**config.mk**
```make
export PLATFORM = sky130hd
export DESIGN_NAME = result_reader
export DESIGN_NICKNAME = d
export VERILOG_FILES = /design/src/rtl/result_reader_pkg.sv /design/src/rtl/result_reader_fifo2.sv /design/src/rtl/result_reader.sv
export SDC_FILE = /design/constraint.sdc
export NUM_CORES = 1
export LEC_CHECK = 0
export BUFFER_PORTS_ARGS = -buffer_cell sky130_fd_sc_hd__clkbuf_2
export CORE_UTILIZATION = 30
export DETAILED_ROUTE_END_ITERATION = 10
export SETUP_SLACK_MARGIN = 0.1
export SYNTH_ARGS = -nofsm -noshare
export SYNTH_HDL_FRONTEND = slang
export SYNTH_SLANG_ARGS = --single-unit
```
**constraint.sdc**
```tcl
create_clock -name clk_i -period 4.4 [get_ports clk_i]
set_input_delay 0.44 -clock clk_i [delete_from_list [all_inputs] [get_ports clk_i]]
set_output_delay 0.44 -clock clk_i [all_outputs]
set_load 0.02 [all_outputs]
```
**src/rtl/result_reader_pkg.sv**
```systemverilog
// Shared widths, FSM states and beat payload for the buffer P readback engine.
// A buffer P line packs 8 result words; word w sits at bits [w*WORD_WIDTH +: WORD_WIDTH].
package result_reader_pkg;

    localparam int ADDR_WIDTH = 16;
    localparam int WORD_WIDTH = 32;
    localparam int LINE_WORDS = 8;
    localparam int LINE_WIDTH = LINE_WORDS * WORD_WIDTH;

    typedef enum logic [1:0] {
        ST_IDLE = 2'd0,
        ST_BUSY = 2'd1,
        ST_DONE = 2'd2
    } state_t;

    typedef struct packed {
        logic                  last;
        logic [WORD_WIDTH-1:0] word;
    } beat_t;

    function automatic logic [WORD_WIDTH-1:0] select_word(
        input logic [LINE_WIDTH-1:0] line,
        input logic [2:0]            idx
    );
        return line[idx*WORD_WIDTH +: WORD_WIDTH];
    endfunction

endpackage

```
**src/rtl/result_reader_fifo2.sv**
```systemverilog
// Two-entry synchronous FIFO carrying {last, word} beats between buffer P and the stream port.
module fifo2
    import result_reader_pkg::*;
(
    input  logic       clk_i,
    input  logic       rst_ni,
    input  logic       push,
    input  beat_t      din,
    input  logic       pop,
    output beat_t      head,
    output logic [1:0] count,
    output logic       empty,
    output logic       full
);

    beat_t mem [2];
    logic  rd_ptr;
    logic  wr_ptr;
    logic  do_push;
    logic  do_pop;

    // A push into a full FIFO is only legal when the head leaves in the same cycle.
    assign do_pop  = pop && (count != 2'd0);
    assign do_push = push && ((count != 2'd2) || do_pop);

    assign head  = mem[rd_ptr];
    assign empty = (count == 2'd0);
    assign full  = (count == 2'd2);

    always_ff @(posedge clk_i or negedge rst_ni) begin
        if (!rst_ni) begin
            mem[0] <= '0;
            mem[1] <= '0;
            rd_ptr <= 1'b0;
            wr_ptr <= 1'b0;
            count  <= 2'd0;
        end else begin
            if (do_push) begin
                mem[wr_ptr] <= din;
                wr_ptr      <= ~wr_ptr;
            end
            if (do_pop) begin
                rd_ptr <= ~rd_ptr;
            end
            case ({do_push, do_pop})
                2'b10:   count <= count + 2'd1;
                2'b01:   count <= count - 2'd1;
                default: count <= count;
            endcase
        end
    end

endmodule

```
**src/rtl/result_reader.sv**
```systemverilog
// Streams the M x N product matrix out of buffer P in row-major order, one element per beat.
// Eight rows share one address (one word each); the row-batch base steps by n every eight rows.
module result_reader
    import result_reader_pkg::*;
(
    input  logic                  clk_i,
    input  logic                  rst_ni,
    input  logic                  start_i,
    output logic                  done_o,
    input  logic [ADDR_WIDTH-1:0] m_i,
    input  logic [ADDR_WIDTH-1:0] n_i,
    input  logic [ADDR_WIDTH-1:0] base_addrp_i,
    output logic                  enp_o,
    output logic                  wep_o,
    output logic [ADDR_WIDTH-1:0] addrp_o,
    input  logic [LINE_WIDTH-1:0] datap_i,
    output logic [WORD_WIDTH-1:0] data_o,
    output logic                  valid_o,
    input  logic                  ready_i,
    output logic                  last_o
);

    state_t                state;
    logic                  done_q;
    logic [ADDR_WIDTH-1:0] m_q;
    logic [ADDR_WIDTH-1:0] n_q;
    logic [ADDR_WIDTH-1:0] i_q;
    logic [ADDR_WIDTH-1:0] j_q;
    logic [ADDR_WIDTH-1:0] row_base_q;
    logic                  issue_done_q;
    logic                  empty_job_q;

    logic                  inflight_q;
    logic                  inflight_last_q;
    logic [2:0]            inflight_idx_q;

    beat_t                 push_beat;
    beat_t                 head;
    logic [1:0]            fifo_count;
    logic                  fifo_empty;
    logic                  fifo_full;

    logic                  accept;
    logic                  last_elem;
    logic [2:0]            occupancy;
    logic                  issue;

    assign accept    = valid_o && ready_i;
    assign last_elem = (i_q == m_q - ADDR_WIDTH'(1)) && (j_q == n_q - ADDR_WIDTH'(1));

    // Reads in flight plus queued beats must never exceed the two FIFO slots,
    // counting the slot freed by a beat leaving this cycle.
    assign occupancy = {1'b0, fifo_count} + {2'b00, inflight_q};
    assign issue     = (state == ST_BUSY) && !issue_done_q
                       && (occupancy < (3'd2 + {2'b00, accept}));

    assign enp_o   = issue;
    assign wep_o   = 1'b0;
    assign addrp_o = issue ? (row_base_q + j_q) : '0;

    assign push_beat.last = inflight_last_q;
    assign push_beat.word = select_word(datap_i, inflight_idx_q);

    assign valid_o = !fifo_empty;
    assign data_o  = valid_o ? head.word : '0;
    assign last_o  = valid_o && head.last;
    assign done_o  = done_q;

    fifo2 u_fifo (
        .clk_i  (clk_i),
        .rst_ni (rst_ni),
        .push   (inflight_q),
        .din    (push_beat),
        .pop    (accept),
        .head   (head),
        .count  (fifo_count),
        .empty  (fifo_empty),
        .full   (fifo_full)
    );

    always_ff @(posedge clk_i or negedge rst_ni) begin
        if (!rst_ni) begin
            state           <= ST_IDLE;
            done_q          <= 1'b0;
            m_q             <= '0;
            n_q             <= '0;
            i_q             <= '0;
            j_q             <= '0;
            row_base_q      <= '0;
            issue_done_q    <= 1'b0;
            empty_job_q     <= 1'b0;
            inflight_q      <= 1'b0;
            inflight_last_q <= 1'b0;
            inflight_idx_q  <= 3'd0;
        end else begin
            inflight_q      <= issue;
            inflight_last_q <= last_elem;
            inflight_idx_q  <= i_q[2:0];

            case (state)
                ST_IDLE: begin
                    if (start_i) begin
                        state        <= ST_BUSY;
                        m_q          <= m_i;
                        n_q          <= n_i;
                        row_base_q   <= base_addrp_i;
                        i_q          <= '0;
                        j_q          <= '0;
                        issue_done_q <= (m_i == '0) || (n_i == '0);
                        empty_job_q  <= (m_i == '0) || (n_i == '0);
                    end
                end

                ST_BUSY: begin
                    if (empty_job_q || (accept && head.last)) begin
                        state  <= ST_DONE;
                        done_q <= 1'b1;
                    end
                    // j runs fastest; crossing out of row 8k+7 moves to the next address batch.
                    if (issue) begin
                        if (last_elem) begin
                            issue_done_q <= 1'b1;
                        end else if (j_q == n_q - ADDR_WIDTH'(1)) begin
                            j_q <= '0;
                            i_q <= i_q + ADDR_WIDTH'(1);
                            if (i_q[2:0] == 3'd7) begin
                                row_base_q <= row_base_q + n_q;
                            end
                        end else begin
                            j_q <= j_q + ADDR_WIDTH'(1);
                        end
                    end
                end

                ST_DONE: begin
                    if (!start_i) begin
                        state  <= ST_IDLE;
                        done_q <= 1'b0;
                    end
                end

                default: begin
                    state  <= ST_IDLE;
                    done_q <= 1'b0;
                end
            endcase
        end
    end

endmodule

```
==> reports/results.txt <==
Gate Count Post-Synth = 1203
Routability Congestion = 0.867
Syn nets = 1551
Critical path startpoint category = flip-flop
Cell taking the most area after synthesis = dfrtp_1
Final core utilization = 38.1%
Tot Pwr = 9.25 mW
Routed wl met3 = 2100 microns
Worst min path class = input port to async pin
Routed WL = 38000 microns
Final Cycle Share = 91.3%
Max layer used = met5
Dpl hpwl = 29600 microns
Vias = 10500
FP Rows = 71
Crit. Startpoint = m_q[0]$_DFFE_PN0P_
Iter 0 DRT Violations = 513
Gr usage total = 19.4%
Clk sink count = 160
CTS Root Cell = clkbuf_16
Setup TNS = 0 ns
Met1 Wirelength = 15700 microns
Synth Register Bits = 160
Max Fanout on Critical Path = 16
Main synth FF type = dfrtp_1
Ys async rst share = 100%
Sequential cell area fraction in the yosys report = 35.1%
Setup WS pre-CTS = 0.383 ns
Post-Syn Area = 11400 sq um
Layout overhead on the synthesized area = 25.3%
Final routed DRC violation total = 0
Vias/cell = 5.10
Most used cell, CP = or4b_1
Post-Place Cell Area = 13700 sq um
Crit end category = flip-flop
Status = completed
RSZ-0062 raised after global routing = false
Cell family with most CP delay = simple AND/OR/NAND/NOR gates
Clock skew = 0.0162 ns
Initial Util = 30.4%
Reg2reg start = m_q[0]$_DFFE_PN0P_
Slowest cell delay on critical path = 0.89 ns
CTS Buf Count = 17
Num ports = 361
WP buf/inv = 1
CTS resizes = 0
Most common cell in the netlist = nand2_1
Peak supply drop = 0.337 mV
Nets = 1875
Area contributors post-synth = dfrtp_1 35%, mux4_2 13%, mux2i_1 6.7%
I/O Buffers = 359
Final min period = 4.02 ns
Largest net degree at the start of global routing = 91
Met2 wire length = 19500 microns
Leak = 6.70 nW
# placed instances = 2019
Final setup margin = 0.383 ns
Design Area, Final = 14300 sq um
Hold Buf Count CTS = 0
TritonCTS clock tree = built
Total of max-cap violations = 0
EDFF count, synth = 0
Worst Path Required = 4.72 ns
Slew HR = 25.9%
Hold slack = 0.0987 ns
Die Area = 38800 sq um
CORE AREA = 37500 sq um
Hold Vio Cnt, Final = 0
Worst skew pair latency = 0.43 ns
Maximum clock frequency = 249 MHz
Grt ovf = 0
Layout cells sized above 1 = 33.1%
Avg Inst Size Synth = 9.47 sq um
Chip height = 197 microns
Post-DR wirelength/cell = 18.5 microns
Die extent in x = 197 microns
Clock Tree Buf Depth = 2
Top post-synthesis cells by count = 171 x nand2_1, 160 x dfrtp_1, 134 x nor2_1, 86 x o21ai_0, 76 x mux2i_1
Synth top area share = 35.1%
Worst-path clk slew = 0.07 ns
Library cells used by synthesis = 70
Crit-path cells = inv_1, ha_1, or4b_1, or4b_1, xnor2_1, a211oi_1, nand4_1, or4_4, o211ai_2, nor2_2, mux2_2
Critical-path top delay cell = nor2_2
Critical path class = flip-flop to flip-flop
Max-slew violations = 0
Post-route insts no fill = 2054
Antenna Violating Nets Remaining = 0
Crit path DAT = 4.33 ns
Initial antenna violation count = 4
Vias in the first global route = 10400
Final setup viols = 0
Yosys warning count = 0
Worst slew pin tran = 1.11 ns
First-pass GRT wire length = 58000 microns
H-tree Lvls = 4
Post-CTS Setup Bufs = 0
First-pass DRT Iterations = 5
Power Dens Cells = 648 nW/um^2
[cell usage in the layout (no fill, tap or decap), types with 20 or more instances in the layout]
cell	netlist	routed
clkbuf_2	0	358
nand2_1	171	170
dfrtp_1	160	156
nor2_1	134	132
o21ai_0	86	86
mux2i_1	76	76
a21oi_1	65	65
mux4_2	64	64
xnor2_1	48	48
ha_1	38	38
inv_1	25	25
xor2_1	21	21
nand2b_1	20	20
nand3_1	20	20
[cell type report]
cell class / instances / area [sq um]
fill: 3822 / 23200
multi-input combinational: 947 / 7020
sequential: 160 / 4010
timing repair buffer: 375 / 1950
tap: 511 / 639
clock buffer: 20 / 447
clock inverter: 12 / 100
inverter: 26 / 97.6
antenna: 3 / 7.51
[per-layer routing]
metal / global-route usage (%) / vias up
met2: 34.7 / 361
li1: - / 5011
met5: 0 / -
met1: 23.9 / 5071
met4: 5.43 / 2
met3: 3.39 / 32
[kinds of logic after synthesis]
group | share of synthesized area [%]
buffers and inverters | 3.39
adders and majority gates | 4.52
xor gates and xnor gates | 5.30
AOI/OAI and AO/OA | 12.8
muxes | 20.9
DFF | 35.1
other | 0.0329
and+or+nand+nor | 17.9
[flip-flops by register name, summed over array words and instances, names as in the netlist]
register,count
u_fifo.mem,66
i_q,16
j_q,16
m_q,16
n_q,16
row_base_q,16
inflight_idx_q,3
state,2
u_fifo.count,2
done_o,1
empty_job_q,1
inflight_last_q,1
inflight_q,1
issue_done_q,1
u_fifo.rd_ptr,1
u_fifo.wr_ptr,1
[where the power goes]
part	internal (mW)	leakage (nW)	switching, mW
sequential	2.03	1.99	0.744
combinational	2.23	4.45	2.84
clock	0.749	0.255	0.667
total	5.01	6.70	4.25
[worst register-to-register path, delay by kind of cell (launching register included)]
family                     cells  cell delay (ns)
AOI/OAI and AO/OA              2             0.20
DFF                            1             0.42
muxes                          1             0.43
buffers and inverters          1             0.09
xor gates and xnor gates       1             0.17
and+or+nand+nor                5             2.31
adders and majority gates      1             0.27
[path summary, 6_finish.rpt]
check                      slack, ns                         to  depth (start not counted)
setup / recovery                0.38  row_base_q[3]$_DFFE_PN0P_                         11
hold / removal                   0.1        m_q[10]$_DFFE_PN0P_                          1
setup reg to reg                0.38  row_base_q[3]$_DFFE_PN0P_                         11
hold reg to reg                 0.48  u_fifo.mem[4]$_DFFE_PN0P_                          2
max in group asynchronous       3.40  u_fifo.rd_ptr$_DFFE_PN0P_                          2
min in group clk_i              0.22         m_q[4]$_DFFE_PN0P_                          3
Power figures use the tool's default switching activity.
